File: config.mk
export PLATFORM = sky130hd
export DESIGN_NAME = ext_muldiv_flat
export DESIGN_NICKNAME = d
export VERILOG_FILES = /design/src/rtl/ext_muldiv_pkg.sv /design/src/rtl/ext_muldiv_if.sv /design/src/rtl/ext_muldiv_step.sv /design/src/rtl/ext_muldiv.sv /design/src/flat_wrapper.sv
export SDC_FILE = /design/constraint.sdc
export NUM_CORES = 1
export LEC_CHECK = 0
export CORE_MARGIN = 3
export CORE_UTILIZATION = 47
export CTS_CLUSTER_SIZE = 12
export DETAILED_ROUTE_END_ITERATION = 8
export PLACE_DENSITY = 0.74
export SLEW_MARGIN = 25
export SYNTH_ARGS = -nofsm -noshare
export SYNTH_HDL_FRONTEND = slang
export SYNTH_HIERARCHICAL = 1
export SYNTH_SLANG_ARGS = --single-unit
File: constraint.sdc
create_clock -name clk -period 11.4 [get_ports clk]
set_input_delay 2.28 -clock clk [delete_from_list [all_inputs] [get_ports clk]]
set_output_delay 2.28 -clock clk [all_outputs]
set_load 0.005 [all_outputs]
File: src/rtl/ext_muldiv_pkg.sv
// ext_pkg: shared definitions for the ext_muldiv RV32M coprocessor.
//   - M-extension funct3 operation codes
//   - FSM state encoding
//   - helpers that report the signedness of each operand for a given funct3
package ext_pkg;

  localparam logic [2:0] F3_MUL    = 3'b000;
  localparam logic [2:0] F3_MULH   = 3'b001;
  localparam logic [2:0] F3_MULHSU = 3'b010;
  localparam logic [2:0] F3_MULHU  = 3'b011;
  localparam logic [2:0] F3_DIV    = 3'b100;
  localparam logic [2:0] F3_DIVU   = 3'b101;
  localparam logic [2:0] F3_REM    = 3'b110;
  localparam logic [2:0] F3_REMU   = 3'b111;

  typedef enum logic [1:0] {
    ST_IDLE,
    ST_CALC,
    ST_FIX
  } state_e;

  // rs1 is treated as signed for MULH, MULHSU, DIV, REM.
  function automatic logic f_a_signed(input logic [2:0] f3);
    return (f3 == F3_MULH) || (f3 == F3_MULHSU) || (f3 == F3_DIV) || (f3 == F3_REM);
  endfunction

  // rs2 is treated as signed for MULH, DIV, REM.
  function automatic logic f_b_signed(input logic [2:0] f3);
    return (f3 == F3_MULH) || (f3 == F3_DIV) || (f3 == F3_REM);
  endfunction

endpackage

File: src/rtl/ext_muldiv_if.sv
// ext_muldiv_if: CPU extension-port bundle for the ext_muldiv coprocessor.
//   start  : request, sampled only while the coprocessor is idle
//   func3  : M-extension operation code, sampled with start
//   a, b   : operands rs1/rs2, sampled with start
//   r      : result, stable from done until the next accepted start
//   done   : single-cycle completion pulse
//   busy   : operation in flight
// master = CPU side, slave = coprocessor side.
interface ext_muldiv_if #(
  parameter int XLEN = 32
) ();
  logic            start;
  logic [2:0]      func3;
  logic [XLEN-1:0] a;
  logic [XLEN-1:0] b;
  logic [XLEN-1:0] r;
  logic            done;
  logic            busy;

  modport master (output start, func3, a, b, input r, done, busy);
  modport slave  (input start, func3, a, b, output r, done, busy);
endinterface

File: src/rtl/ext_muldiv_step.sv
// muldiv_step: one combinational radix-2 step shared by multiply and divide.
//   i_is_div : 1 = restoring-divide step, 0 = shift-add multiply step
//   i_acc    : multiply: running high product half / divide: partial remainder
//   i_lo     : multiply: multiplier shifting out (product low half shifting in)
//              divide:   dividend shifting out (quotient shifting in)
//   i_opnd   : multiply: multiplicand magnitude / divide: divisor magnitude
//   o_acc, o_lo : updated values after one step
module muldiv_step #(
  parameter int XLEN = 32
) (
  input  logic            i_is_div,
  input  logic [XLEN-1:0] i_acc,
  input  logic [XLEN-1:0] i_lo,
  input  logic [XLEN-1:0] i_opnd,
  output logic [XLEN-1:0] o_acc,
  output logic [XLEN-1:0] o_lo
);

  logic [XLEN:0]   w_sum;
  logic [XLEN:0]   w_shift;
  logic [XLEN-1:0] w_diff;
  logic            w_ge;

  always_comb begin
    w_sum   = {1'b0, i_acc} + (i_lo[0] ? {1'b0, i_opnd} : '0);
    w_shift = {i_acc, i_lo[XLEN-1]};
    w_ge    = (w_shift >= {1'b0, i_opnd});
    // When the trial subtraction succeeds the true difference is below the
    // divisor, so the modular XLEN-bit difference is exact.
    w_diff  = w_shift[XLEN-1:0] - i_opnd;
    if (i_is_div) begin
      o_acc = w_ge ? w_diff : w_shift[XLEN-1:0];
      o_lo  = {i_lo[XLEN-2:0], w_ge};
    end else begin
      o_acc = w_sum[XLEN:1];
      o_lo  = {w_sum[0], i_lo[XLEN-1:1]};
    end
  end

endmodule

File: src/rtl/ext_muldiv.sv
// ext_muldiv: multi-cycle RV32M coprocessor (MUL/MULH/MULHSU/MULHU/DIV/DIVU/REM/REMU).
//   clk  : clock, rising edge
//   rst  : asynchronous active-low reset
//   bus  : ext_muldiv_if slave (start/func3/a/b in, r/done/busy out)
// Parameters:
//   XLEN           : operand/result width (even, >= 8)
//   BITS_PER_CYCLE : bits retired per CALC cycle (1, 2 or 4; divides XLEN)
// Operands are converted to magnitudes on acceptance, processed unsigned in
// CALC, and sign-corrected in FIX. Divide-by-zero and signed overflow skip
// CALC entirely.
module ext_muldiv
  import ext_pkg::*;
#(
  parameter int XLEN           = 32,
  parameter int BITS_PER_CYCLE = 1
) (
  input logic         clk,
  input logic         rst,
  ext_muldiv_if.slave bus
);

  localparam int N  = XLEN / BITS_PER_CYCLE;
  localparam int CW = $clog2(N + 1);
  localparam logic [XLEN-1:0] MIN_INT = {1'b1, {(XLEN-1){1'b0}}};

  state_e          r_state;
  logic [2:0]      r_f3;
  logic [XLEN-1:0] r_acc;
  logic [XLEN-1:0] r_lo;
  logic [XLEN-1:0] r_opnd;
  logic [XLEN-1:0] r_fast_res;
  logic            r_fast;
  logic            r_neg_res;
  logic            r_neg_rem;
  logic [CW-1:0]   r_cnt;
  logic [XLEN-1:0] r_r;
  logic            r_done;
  logic            r_busy;

  // Acceptance-time decode of the live bus operands.
  logic            w_is_div;
  logic            w_a_neg;
  logic            w_b_neg;
  logic [XLEN-1:0] w_mag_a;
  logic [XLEN-1:0] w_mag_b;
  logic            w_div0;
  logic            w_ovf;
  logic [XLEN-1:0] w_fast_res;

  always_comb begin
    w_is_div = bus.func3[2];
    w_a_neg  = f_a_signed(bus.func3) & bus.a[XLEN-1];
    w_b_neg  = f_b_signed(bus.func3) & bus.b[XLEN-1];
    w_mag_a  = w_a_neg ? -bus.a : bus.a;
    w_mag_b  = w_b_neg ? -bus.b : bus.b;
    w_div0   = w_is_div && (bus.b == '0);
    w_ovf    = ((bus.func3 == F3_DIV) || (bus.func3 == F3_REM)) &&
               (bus.a == MIN_INT) && (bus.b == '1);
    // func3[1] distinguishes REM/REMU from DIV/DIVU.
    if (w_div0) w_fast_res = bus.func3[1] ? bus.a : '1;
    else        w_fast_res = bus.func3[1] ? '0 : MIN_INT;
  end

  // Step chain: BITS_PER_CYCLE radix-2 steps per clock.
  logic [XLEN-1:0] w_acc [0:BITS_PER_CYCLE];
  logic [XLEN-1:0] w_lo  [0:BITS_PER_CYCLE];

  assign w_acc[0] = r_acc;
  assign w_lo[0]  = r_lo;

  for (genvar g = 0; g < BITS_PER_CYCLE; g++) begin : g_step
    muldiv_step #(.XLEN(XLEN)) u_step (
      .i_is_div (r_f3[2]),
      .i_acc    (w_acc[g]),
      .i_lo     (w_lo[g]),
      .i_opnd   (r_opnd),
      .o_acc    (w_acc[g+1]),
      .o_lo     (w_lo[g+1])
    );
  end

  // Sign correction and result selection.
  logic [2*XLEN-1:0] w_prod_s;
  logic [XLEN-1:0]   w_quot;
  logic [XLEN-1:0]   w_rem;
  logic [XLEN-1:0]   w_result;

  always_comb begin
    w_prod_s = r_neg_res ? -{r_acc, r_lo} : {r_acc, r_lo};
    w_quot   = r_neg_res ? -r_lo  : r_lo;
    w_rem    = r_neg_rem ? -r_acc : r_acc;
    w_result = '0;
    case (r_f3)
      F3_MUL:                         w_result = w_prod_s[XLEN-1:0];
      F3_MULH, F3_MULHSU, F3_MULHU:   w_result = w_prod_s[2*XLEN-1:XLEN];
      F3_DIV, F3_DIVU:                w_result = w_quot;
      default:                        w_result = w_rem;
    endcase
  end

  always_ff @(posedge clk or negedge rst) begin
    if (!rst) begin
      r_state    <= ST_IDLE;
      r_f3       <= '0;
      r_acc      <= '0;
      r_lo       <= '0;
      r_opnd     <= '0;
      r_fast_res <= '0;
      r_fast     <= 1'b0;
      r_neg_res  <= 1'b0;
      r_neg_rem  <= 1'b0;
      r_cnt      <= '0;
      r_r        <= '0;
      r_done     <= 1'b0;
      r_busy     <= 1'b0;
    end else begin
      case (r_state)
        ST_IDLE: begin
          r_done <= 1'b0;
          if (bus.start) begin
            r_f3       <= bus.func3;
            r_busy     <= 1'b1;
            r_neg_res  <= w_a_neg ^ w_b_neg;
            r_neg_rem  <= w_a_neg;
            r_acc      <= '0;
            r_fast_res <= w_fast_res;
            if (w_div0 || w_ovf) begin
              r_fast  <= 1'b1;
              r_state <= ST_FIX;
            end else begin
              r_fast  <= 1'b0;
              r_cnt   <= CW'(N);
              // Divide shifts the dividend through r_lo; multiply shifts the
              // multiplier (rs2) through r_lo and adds rs1.
              r_lo    <= w_is_div ? w_mag_a : w_mag_b;
              r_opnd  <= w_is_div ? w_mag_b : w_mag_a;
              r_state <= ST_CALC;
            end
          end
        end
        ST_CALC: begin
          r_acc <= w_acc[BITS_PER_CYCLE];
          r_lo  <= w_lo[BITS_PER_CYCLE];
          r_cnt <= r_cnt - CW'(1);
          if (r_cnt == CW'(1)) r_state <= ST_FIX;
        end
        ST_FIX: begin
          r_r     <= r_fast ? r_fast_res : w_result;
          r_done  <= 1'b1;
          r_busy  <= 1'b0;
          r_state <= ST_IDLE;
        end
        default: r_state <= ST_IDLE;
      endcase
    end
  end

  assign bus.r    = r_r;
  assign bus.done = r_done;
  assign bus.busy = r_busy;

endmodule

File: src/flat_wrapper.sv
// flat-port wrapper written by rule: the top's interface ports become plain ports
module ext_muldiv_flat import ext_pkg::*;
#(
  parameter int XLEN           = 32,
  parameter int BITS_PER_CYCLE = 1
)
  (clk, rst, bus_start, bus_func3, bus_a, bus_b, bus_r, bus_done, bus_busy);
  ext_muldiv_if #(.XLEN(XLEN)) bus_i ();
  input logic clk;
  input logic rst;
  input wire logic [$bits(bus_i.start)-1:0] bus_start;
  input wire logic [$bits(bus_i.func3)-1:0] bus_func3;
  input wire logic [$bits(bus_i.a)-1:0] bus_a;
  input wire logic [$bits(bus_i.b)-1:0] bus_b;
  output wire logic [$bits(bus_i.r)-1:0] bus_r;
  output wire logic [$bits(bus_i.done)-1:0] bus_done;
  output wire logic [$bits(bus_i.busy)-1:0] bus_busy;
  assign bus_i.start = bus_start;
  assign bus_i.func3 = bus_func3;
  assign bus_i.a = bus_a;
  assign bus_i.b = bus_b;
  assign bus_r = bus_i.r;
  assign bus_done = bus_i.done;
  assign bus_busy = bus_i.busy;
  ext_muldiv #(.XLEN(XLEN), .BITS_PER_CYCLE(BITS_PER_CYCLE)) u_core (.clk(clk), .rst(rst), .bus(bus_i));
endmodule
---- Yosys cells after proc, flatten, opt, wreduce, memory -nomap -nowiden ----
Cells that the tools add are included.
operators by class
  add/subtract/negate cells ............... 8
  magnitude comparators ................... 1
  equality and inequality tests ........... 17
  multiplexer cells ....................... 32
  bitwise logic cells ..................... 4
  reductions and logical operators ........ 23
operators by type and width
  operator                                                               count
  32-bit 2-to-1 mux                                                      17
  32-bit negator                                                         4
  32-bit case mux with 2 select lines                                    2
  32-bit case mux with 3 select lines                                    1
  32-bit equality test, second input constant                            2
  64-bit 2-to-1 mux                                                      1
  64-bit negator                                                         1
  32-bit by 33-bit adder with 33-bit output                              1
  33-bit by 32-bit >= comparator with 1-bit output                       1
  32-bit zero test                                                       1
  32-bit subtractor                                                      1
  3-bit equality test, second input constant                             4
  6-bit 2-to-1 mux                                                       2
  6-bit case mux with 2 select lines                                     1
  3-bit by 2-bit equality test with 1-bit output, second input constant  3
  2-bit AND reduction                                                    4
  1-bit logical OR                                                       7
  3-bit by 1-bit equality test with 1-bit output, second input constant  2
  6-bit by 1-bit equality test with 1-bit output, second input constant  1
  2-bit 2-to-1 mux                                                       3
  3-bit AND reduction                                                    2
  6-bit by 1-bit subtractor with 6-bit output, second input constant     1
  2-bit != test, second input constant                                   2
  1-bit case mux with 2 select lines                                     2
  14 further kinds                                                       19
word-level totals
  bits in registers ....................... 176
  bits of input ports ..................... 70
  output and inout bits ................... 34
  logic and storage cells ................. 98

---- Longest topological paths before layout ----
Gate-level depths: netlist of the first run.
  word-level depth ........................ 10
  mapped depth ............................ 14
  mapped depth without buffers ............ 14

---- By module ----
The synthesis of the first run kept the hierarchy.
by module, submodules not included
  module       instances  cells an instance  area each (µm²)  sequential area each (µm²)
  ext_muldiv   1          1525               12822.3          4404.2
  muldiv_step  1          671                4698.3           0.0

---- Worst setup path before layout of the first run ----
No wires, ideal clock.
  kind .................................... in2reg
  from .................................... in bus_b[1]
  to ...................................... reg u_core.r_opnd[10]
  setup time .............................. 125 ps
  arrival time ............................ 4561 ps
  required time ........................... 11275 ps
  setup slack ............................. 6715 ps
  stages .................................. 11
  buffers on the path ..................... 3
  cells stage by stage .................... inv_1 ha_1 or4b_2 clkbuf_1 nor4b_2 buf_2 nand4_1 o21ai_2 nor2_1 buf_2 mux2_2
between the ends
  cells in the longest elaborated chain, start to end .. 5
  elaborated cells between the ends (all ways) .. 10
  those cells by class .................... 1 x add/sub; 1 x eq/ne; 2 x mux; 1 x bitwise; 5 x reduce/logical
ends and longest elaborated chain
  item                                                                    RTL line            text
  from (decl)                                                             flat_wrapper.sv:14  input wire logic [$bits(bus_i.b)-1:0] bus_b;
  parallel branches: the longest is 5 deep, another holds 32-bit negator  -
  to (signal assigned)                                                    ext_muldiv.sv:136   r_opnd <= w_is_div ? w_mag_b : w_mag_a;
  to (decl)                                                               ext_muldiv.sv:30    logic [XLEN-1:0] r_opnd;
Parallel ways; which one is timed is not known.
A chain may end at the register's enable or synchronous reset.

---- Worst setup path in the final report of the first run ----
  from .................................... in bus_b[0]
  to ...................................... reg u_core.r_opnd[30]
The elaborated chain is that of the path after synthesis.

==> impl_metrics.py, run 1 <==
metrics = {
    "timing": {
        "slew_headroom": 0.179,
        "layout_setup_ws_ps": 5500,
        "timing.fmax_ghz": 0.170,
        "period_share": 0.517,
        "fin_worst_skew_ps": 22.2,
        "rsz0062_at_grt": "false",
        "setup-violations-final": 0,
        "period_needed_ps": 5900,
        "worst_pin_slew_ps": 1220,
        "timing.final.max_slew_violations": 0,
        "hold_viol": 0,
        "hold_slack_ps": 486,
        "fin_tns_setup_ps": 0,
    },
    "setup_path": {
        "critPathTopFamily": "simple AND/OR/NAND/NOR gates",
        "startpoint_type": "primary input",
        "cp_num_cells": 9,
        "required_ps": 11800,
        "crit_type": "primary input to flip-flop",
        "startpoint": "bus_b[0]",
        "r2r_slack_ps": 7040,
        "r2r_end": "u_core/r_acc[30]",
        "crit_chain": "clkdlybuf4s50_1 -> inv_1 -> ha_1 -> or4b_2 -> nor4b_2 -> a31oi_1 -> mux2_2 -> a2111oi_0 -> mux2_2",
        "path_buf_inv": 2,
        "max_stage_delay_ps": 890,
        "cp-end-kind": "flip-flop",
        "rr_startpoint": "u_core/r_lo[0]",
        "cp.arrival_ps": 6300,
        "critPathSlowestCell": "a2111oi_0",
        "reg2reg_depth": 12,
        "path_max_fanout": 12,
        "crit_top_cell": "mux2_2",
        "crit_end": "u_core/r_opnd[30]",
    },
    "clock_network": {
        "cts_buffers": 17,
        "cts.sinks": 176,
        "path_clk_slew_ps": 80,
        "htreeDepth": 4,
        "cts_tree": "built",
        "postCtsHoldBufs": 0,
        "cts_root_buf": "clkbuf_16",
        "clock_latency_ps": 470,
        "cts_resized": 0,
        "clockBufferDepth": 2,
        "postCtsSetupBuffers": 0,
    },
    "routing": {
        "vias": 18400,
        "drc_errors": 0,
        "vias_per_cell": 6.85,
        "dr.pass1.iters": 5,
        "drt_wl_total_mm": 69.3,
        "final_antenna_net_count": 0,
        "drtIter0Drc": 2345,
        "wl_per_cell_um": 25.8,
    },
    "die": {
        "die_h_um": 199,
        "initial_core_util": 0.477,
        "die_area_um2": 39600,
        "rows": 70,
        "ios": 104,
        "die_w_um": 199,
        "coreArea_um2": 36700,
    },
    "finish": {
        "post-route-util": 0.531,
        "drive_gt1_frac": 0.0958,
        "n_fill_cell": 3482,
        "nNetsFinal": 2343,
        "layout_commonest_cell": "nand2_1",
        "syn_to_final_growth_pct": 11.1,
        "layout_common_cells": "nand2_1 (181), dfrtp_1 (174), a21oi_1 (141)",
    },
    "synth": {
        "synth.avg_cell_area_um2": 7.98,
        "synth-main-ff-cell": "dfrtp_1",
        "yosys_warnings": 6,
        "yosysSeqAreaShare": 0.251,
        "async_reset_ff_frac": 1.00,
        "synth.area.top_cells": "dfrtp_1 (25%), ha_1 (5.1%), xnor2_1 (4.6%), mux2_2 (4.6%), a21oi_1 (4.1%)",
        "synth_top_area_share": 0.251,
        "synth-seq-cells": 176,
        "synth_area_um2": 17500,
        "syn_nets": 2339,
        "synth-edff-count": 0,
        "synth.largest_area_cell": "dfrtp_1",
        "synth.distinct_cells": 83,
        "postSynthCellCount": 2196,
    },
    "grt": {
        "grt_max_degree": 77,
        "grt_pass1_wl_mm": 104,
        "grt_overflow_total": 0,
        "track_usage": 0.342,
        "grt_pass1_vias": 17000,
        "antenna_found_initial": 4,
    },
    "power_and_ir_drop": {
        "powerDensity_nw_per_um2": 319,
        "swShare": 0.526,
        "switchingPower_w": 0.00327,
        "power_frac_seq": 0.225,
        "power_w": 0.00622,
        "pwr-share-comb": 0.677,
        "p_int_w": 0.00295,
        "power_frac_clock": 0.098,
        "leakage_nw": 7.97,
        "vdd_ir_drop_max_mv": 0.144,
    },
    "place": {
        "post-place-ws_ps": 5190,
        "dp.final_hpwl_mm": 51.5,
        "io_buffers": 103,
        "place.gp.congestion": 0.999,
    },
    "outcome": {
        "outcome": "complete, no violations",
    },
    "run": {
        "maxCapViolCount": 0,
    },
    "worst_hold_path": {
        "hold_class": "flip-flop to flip-flop",
    },
}
## how the worst min path moves through the flow
| stage | from | endpoint | slack, ps | cells past startpoint |
|---|---|---|---|---|
| 2_1_floorplan | u_core/r_fast_res[10] | u_core/r_fast_res[10] | 440 | 2 |
| 3_3_place_gp | u_core/bus.busy | u_core/bus.busy | 460 | 2 |
| 3_5_place_dp | u_core/bus.busy | u_core/bus.busy | 470 | 2 |
| 4_1_cts | u_core/bus.busy | u_core/bus.busy | 490 | 2 |
| 5_1_grt | u_core/r_fast_res[10] | u_core/r_fast_res[10] | 510 | 2 |
| 6_report | u_core/bus.busy | u_core/bus.busy | 490 | 2 |
## logic make-up (layout without fill, tap and decap cells)
kind of cell / after synthesis / after routing / share of synthesized area
other: 0 / 3 / 0
multiplexers: 129 / 129 / 0.0788
buffers and inverters: 241 / 258 / 0.0533
flip-flops: 176 / 176 / 0.251
AND/OR/NAND/NOR: 724 / 724 / 0.214
AO/OA/AOI/OAI: 708 / 708 / 0.277
XOR/XNOR: 145 / 145 / 0.0725
adder cells (fa/ha/maj): 73 / 73 / 0.0530
## state kept, by name, summed over array words and instances, names as in the netlist
name               count
u_core/r_cnt           6
u_core/r_state         2
u_core/r_neg_rem       1
u_core/r_acc          32
u_core/r_fast          1
u_core/r_lo           32
u_core/r_opnd         32
u_core/r_neg_res       1
u_core/bus.done        1
u_core/r_f3            3
u_core/bus.r          32
u_core/bus.busy        1
u_core/r_fast_res     32
## worst min-delay path, stage by stage (launching register included)
cell,delay [ps]
dfrtp_1,350
nand2_1,50
nand2_1,60
## per-layer routing
layer,up-vias,global-route usage,routed length (µm)
met1,8874,0.457,27900
met4,2,0.153,3400
met5,-,0,11
met3,189,0.0840,7630
li1,8278,-,-
met2,1050,0.524,30400
## cell usage after synthesis, types with 53 or more instances
master	number
nand2_1	181
dfrtp_1	176
a21oi_1	143
o21ai_0	137
clkbuf_1	133
nor2_1	129
xnor2_1	93
inv_1	82
mux2_2	72
ha_1	71
mux2i_1	57
nor3_1	53
## stage by stage
| stage | area (µm²) | instances |
|---|---|---|
| floorplan | 17500 | 2196 |
| global placement | 18800 | 2648 |
| detailed placement | 18800 | 2648 |
| CTS | 19400 | 2680 |
| global route | 19500 | 2681 |
| finish | 19500 | 2684 |
## cell type report
cell class              instances  area, µm²  area share
flip-flops and latches        176       4410       0.226
clock inverters                14        143     0.00732
clock buffers                  18        439      0.0226
repair buffers                143       1350      0.0694
well taps                     468        586      0.0301
inverters                      83        312      0.0160
multi-input cells            1779      12200       0.628
diodes                          3       7.51    0.000386
## power groups by stage
stage / combinational [W] / sequential [W] / clock (W)
after detailed placement: 0.00408 / 0.00137 / 0
after global placement: 0.00400 / 0.00137 / 0
final: 0.00421 / 0.00140 / 0.000609
after CTS: 0.00410 / 0.00136 / 0.000617
after floorplan: 0.00316 / 0.00108 / 0
after global routing: 0.00457 / 0.00141 / 0.000636
No activity file was read; power rests on OpenSTA's default activity.
==> run 2, diff against run 1 <==
- clock period: 11.4 -> 6.12 ns (I/O delays scaled with it)
==> run 2 against run 1 <==
Net effect:
- setup slack worse by 3800 ps
- cell count is 0.26% higher
- register-to-register slack worse by 5300 ps
- flip-flop and latch count stayed put
- sequential power is 79% higher
- global-route usage is 0.62 points higher
- largest power group unchanged
- clock skew is 8.5 ps lower
- die area stayed put
- critical path depth is 2 higher
- count of clock-buffer cells in the layout is 1 lower
- via count is 0.33% higher
==> impl_metrics.py, run 2 (same netlist as run 1, synthesis figures left out) <==
metrics = {
    "setup_path": {
        "startpoint_type": "primary input",
        "rr_startpoint": "u_core/r_lo[0]",
        "critPathSlowestCell": "nor4b_2",
        "cp-end-kind": "flip-flop",
        "critPathTopFamily": "simple AND/OR/NAND/NOR gates",
        "required_ps": 6480,
        "crit_top_cell": "buf_4",
        "cp.arrival_ps": 4790,
        "path_max_fanout": 19,
        "cp_num_cells": 11,
        "startpoint": "bus_b[0]",
        "path_buf_inv": 4,
        "crit_type": "primary input to flip-flop",
        "reg2reg_depth": 12,
        "max_stage_delay_ps": 820,
        "crit_chain": "clkdlybuf4s50_1 -> inv_1 -> ha_1 -> or4b_2 -> nor4b_2 -> nand4_1 -> o21ai_2 -> buf_4 -> nor2_2 -> buf_4 -> a221oi_1",
    },
    "finish": {
        "drive_gt1_frac": 0.0994,
        "nNetsFinal": 2353,
        "layout_commonest_cell": "nand2_1",
        "fin_area_um2": 19500,
        "syn_to_final_growth_pct": 11.5,
        "n_antenna_cell": 0,
        "layout_common_cells": "nand2_1 (181), dfrtp_1 (175), a21oi_1 (142)",
        "final_cells": 2691,
    },
    "outcome": {
        "outcome": "complete, no violations",
    },
    "die": {
        "die_h_um": 199,
        "die_w_um": 199,
        "ios": 104,
        "rows": 70,
        "coreArea_um2": 36700,
        "initial_core_util": 0.477,
        "die_area_um2": 39600,
    },
    "routing": {
        "wl_per_cell_um": 26.0,
        "vias": 18500,
        "drt_wl_total_mm": 70.0,
        "final_antenna_net_count": 0,
        "drc_errors": 0,
        "vias_per_cell": 6.86,
        "dr.pass1.iters": 7,
        "drtIter0Drc": 2108,
    },
    "timing": {
        "period_needed_ps": 4430,
        "timing.fmax_ghz": 0.225,
        "rsz0062_at_grt": "false",
        "hold_viol": 0,
        "setup-violations-final": 0,
        "fin_worst_skew_ps": 13.6,
        "period_share": 0.725,
        "layout_setup_ws_ps": 1690,
        "slew_headroom": 0.310,
        "timing.final.max_slew_violations": 0,
        "worst_pin_slew_ps": 1030,
        "fin_tns_setup_ps": 0,
    },
    "clock_network": {
        "cts_root_buf": "clkbuf_16",
        "cts.sinks": 176,
        "postCtsSetupBuffers": 0,
        "htreeDepth": 4,
        "path_clk_slew_ps": 80,
        "postCtsHoldBufs": 0,
        "clockBufferDepth": 2,
        "cts_buffers": 17,
        "cts_resized": 0,
        "clock_latency_ps": 470,
        "cts_tree": "built",
    },
    "power_and_ir_drop": {
        "leakage_nw": 8.02,
        "powerDensity_nw_per_um2": 595,
        "vdd_ir_drop_max_mv": 0.274,
    },
    "place": {
        "io_buffers": 103,
        "dp.cells": 2659,
        "post-place-ws_ps": 1110,
        "dpl_cell_area_um2": 18900,
        "place.gp.congestion": 1.01,
        "dp.final_hpwl_mm": 52.5,
    },
    "grt": {
        "grt_pass1_wl_mm": 105,
        "grt_pass1_vias": 17100,
        "grt_max_degree": 93,
        "antenna_found_initial": 1,
        "grt_overflow_total": 0,
        "track_usage": 0.348,
    },
    "worst_hold_path": {
        "min-delay-start": "u_core/bus.busy",
        "hold_depth": 2,
        "hold_class": "flip-flop to flip-flop",
    },
    "run": {
        "maxCapViolCount": 0,
    },
}
==> run 2: changes by cell type in the layout (fill, tap and decap cells not counted), moves of 2 or more <==
cell      change
diode_2       -3
buf_4        +12
clkinv_4      -2
inv_6         +2
inv_8         -2
==> run 2: metrics by stage <==
stage | hold WS, ps | total power, W | utilization
2_1_floorplan | 441 | 0.00791 | -
3_3_place_gp | 459 | 0.0100 | 0.516
3_5_place_dp | 464 | 0.0102 | 0.516
4_1_cts | 483 | 0.0114 | 0.532
5_1_grt | 522 | 0.0124 | 0.532
6_report | 481 | 0.0116 | 0.532
==> run 2: path summary, 6_finish.rpt <==
| kind | end | slack, ps |
|---|---|---|
| setup reg to reg | u_core/r_acc[30] | 1770 |
| min in group asynchronous | u_core/bus.r[18] | 820 |
| hold / removal | u_core/bus.busy | 480 |
| max in group asynchronous | u_core/r_opnd[12] | 4030 |
| hold reg to reg | u_core/bus.busy | 480 |
| setup / recovery | u_core/r_lo[1] | 1690 |
==> run 2: layout make-up <==
cell class,instances,area [µm²]
Timing Repair Buffer,153,1400
Sequential cell,176,4410
Clock buffer,17,425
Clock inverter,15,171
Fill cell,3453,17200
Multi-Input combinational cell,1779,12200
Inverter,83,312
Tap cell,468,586
==> run 2: metal layers <==
| layer | track usage | wire [µm] |
|---|---|---|
| met1 | 0.471 | 28800 |
| met2 | 0.517 | 30200 |
| met3 | 0.0760 | 6660 |
| met4 | 0.193 | 4380 |
| met5 | 0 | 8 |
==> run 2: worst min-delay path: stages (launching register included) <==
cell     delay (ps)
dfrtp_1         350
nand2_1          50
nand2_1          50
==> run 2: power by group <==
part | total (W) | internal, W | switching [W]
logic | 0.00798 | 0.00335 | 0.00463
registers | 0.00251 | 0.00160 | 0.000903
clock network | 0.00115 | 0.000581 | 0.000565
==> run 3, diff against run 2 <==
- PLACE_DENSITY: 0.74 -> 0.77
- clock period: 6.12 -> 3.56 ns (I/O delays scaled with it)
==> run 3 against run 2 <==
Net effect:
- highest routed layer unchanged
- combinational power rose by 98%
- via count up 5.8%
- first-iteration DRC count increased by 4.1%
- power is 85% higher
- utilization grew 4.5 points
- clock power grew 67%
- register-to-register slack got worse by 1800 ps
- sequential share of layout area down 1.7 points
- critical path depth up 2
- cell area up 8.5%
- the run now ends with setup timing left
==> impl_metrics.py, run 3 (same netlist as run 1, synthesis figures left out) <==
metrics = {
    "outcome": {
        "outcome": "complete, but fails checks",
        "failed_checks": "setup timing",
    },
    "die": {
        "initial_core_util": 0.477,
        "coreArea_um2": 36700,
        "die_h_um": 199,
        "ios": 104,
        "die_w_um": 199,
        "die_area_um2": 39600,
        "rows": 70,
    },
    "routing": {
        "vias_per_cell": 6.77,
        "drc_errors": 0,
        "vias": 19500,
        "final_antenna_net_count": 0,
        "wl_per_cell_um": 25.9,
        "drtIter0Drc": 2195,
        "drt_wl_total_mm": 74.8,
        "dr.pass1.iters": 7,
    },
    "clock_network": {
        "postCtsHoldBufs": 0,
        "cts.sinks": 176,
        "htreeDepth": 4,
        "cts_tree": "built",
        "path_clk_slew_ps": 80,
        "cts_buffers": 17,
        "clock_latency_ps": 470,
        "cts_root_buf": "clkbuf_16",
        "clockBufferDepth": 2,
    },
    "timing": {
        "fin_tns_setup_ps": -13.0,
        "timing.final.max_slew_violations": 0,
        "slew_headroom": 0.396,
        "layout_setup_ws_ps": -13.0,
        "fin_worst_skew_ps": 18.5,
        "timing.fmax_ghz": 0.280,
        "hold_viol": 0,
        "period_share": 1.00,
        "period_needed_ps": 3570,
        "rsz0062_at_grt": "true",
        "setup-violations-final": 1,
        "worst_pin_slew_ps": 897,
    },
    "grt": {
        "antenna_found_initial": 3,
        "grt_pass1_vias": 18300,
        "grt_max_degree": 77,
        "grt_pass1_wl_mm": 111,
        "track_usage": 0.369,
        "grt_overflow_total": 0,
    },
    "setup_path": {
        "crit_type": "flip-flop to flip-flop",
        "path_max_fanout": 4,
        "reg2reg_depth": 13,
        "cp.arrival_ps": 3920,
        "required_ps": 3910,
        "startpoint_type": "flip-flop",
        "cp-end-kind": "flip-flop",
    },
    "power_and_ir_drop": {
        "powerDensity_nw_per_um2": 1020,
        "vdd_ir_drop_max_mv": 0.451,
        "power_w": 0.0216,
        "leakage_nw": 8.97,
    },
    "place": {
        "io_buffers": 103,
        "dp.final_hpwl_mm": 57.3,
        "dp.cells": 2844,
        "place.gp.congestion": 1.10,
    },
    "finish": {
        "nNetsFinal": 2545,
        "syn_to_final_growth_pct": 20.9,
        "layout_commonest_cell": "buf_4",
        "final_cells": 2885,
        "layout_common_cells": "buf_4 (236), nand2_1 (181), dfrtp_1 (172)",
        "post-route-util": 0.577,
        "drive_gt1_frac": 0.182,
    },
    "worst_hold_path": {
        "hold_class": "primary input to asynchronous set/reset pin",
    },
    "run": {
        "maxCapViolCount": 0,
    },
}
[run 3: layout make-up]
type	count	area (µm²)
Sequential cell	176	4410
Timing Repair Buffer	345	2920
Multi-Input combinational cell	1779	12400
Clock buffer	17	425
Tap cell	468	586
Inverter	83	312
Fill cell	3337	15500
Clock inverter	15	146
Antenna cell	2	5.00
[run 3: path summary, 6_finish.rpt]
kind	start	slack, ps	end
min in group clk	u_core/bus.busy	490	u_core/bus.busy
max	u_core/r_lo[0]	-10	u_core/r_acc[27]
min	rst	290	u_core/bus.r[6]
max reg2reg	u_core/r_lo[0]	-10	u_core/r_acc[27]
max in group asynchronous	rst	2370	u_core/r_opnd[20]
min reg2reg	u_core/bus.busy	490	u_core/bus.busy
[run 3: metal layers]
metal  wire, µm  vias up  GRT usage
met5         26        -          0
met4       4460        4      0.188
met3       8090      251     0.0858
met2      32900     1175      0.571
met1      29300     9427      0.484
li1           -     8669          -
[run 3: what timing repair did]
action,CTS,global route
setup endpoints to repair,4,17
pin swaps,4,12
gates resized for setup,3,36
buffers inserted,1,6
[run 3: critical path, cell delays in order, from the launching register on]
cell      delay, ps
dfrtp_2         440
and2_4          160
ha_4            150
fa_2            340
a21o_1          190
a211oi_2        280
and4bb_2        300
o211ai_4        240
a211oi_4        110
o211ai_2        150
or4b_1          430
and4_1          200
a221o_1         270
a22o_1          200
[run 3: power breakdown]
group	internal, W	switching (W)	leakage (nW)
clock network	0.000931	0.000989	0.278
logic	0.00669	0.00909	6.47
registers	0.00277	0.00110	2.23
total	0.0104	0.0112	8.97
[run 3: stage by stage]
step / setup slack (ps) / hold WS [ps] / instance area, µm²
after detailed placement: -57.0 / 472 / 20400
after floorplan: 0.116 / 416 / 17500
after global routing: -122 / 346 / 21200
final: -13.0 / 292 / 21200
after global placement: -44.3 / 457 / 20400
after CTS: -37.3 / 309 / 21000
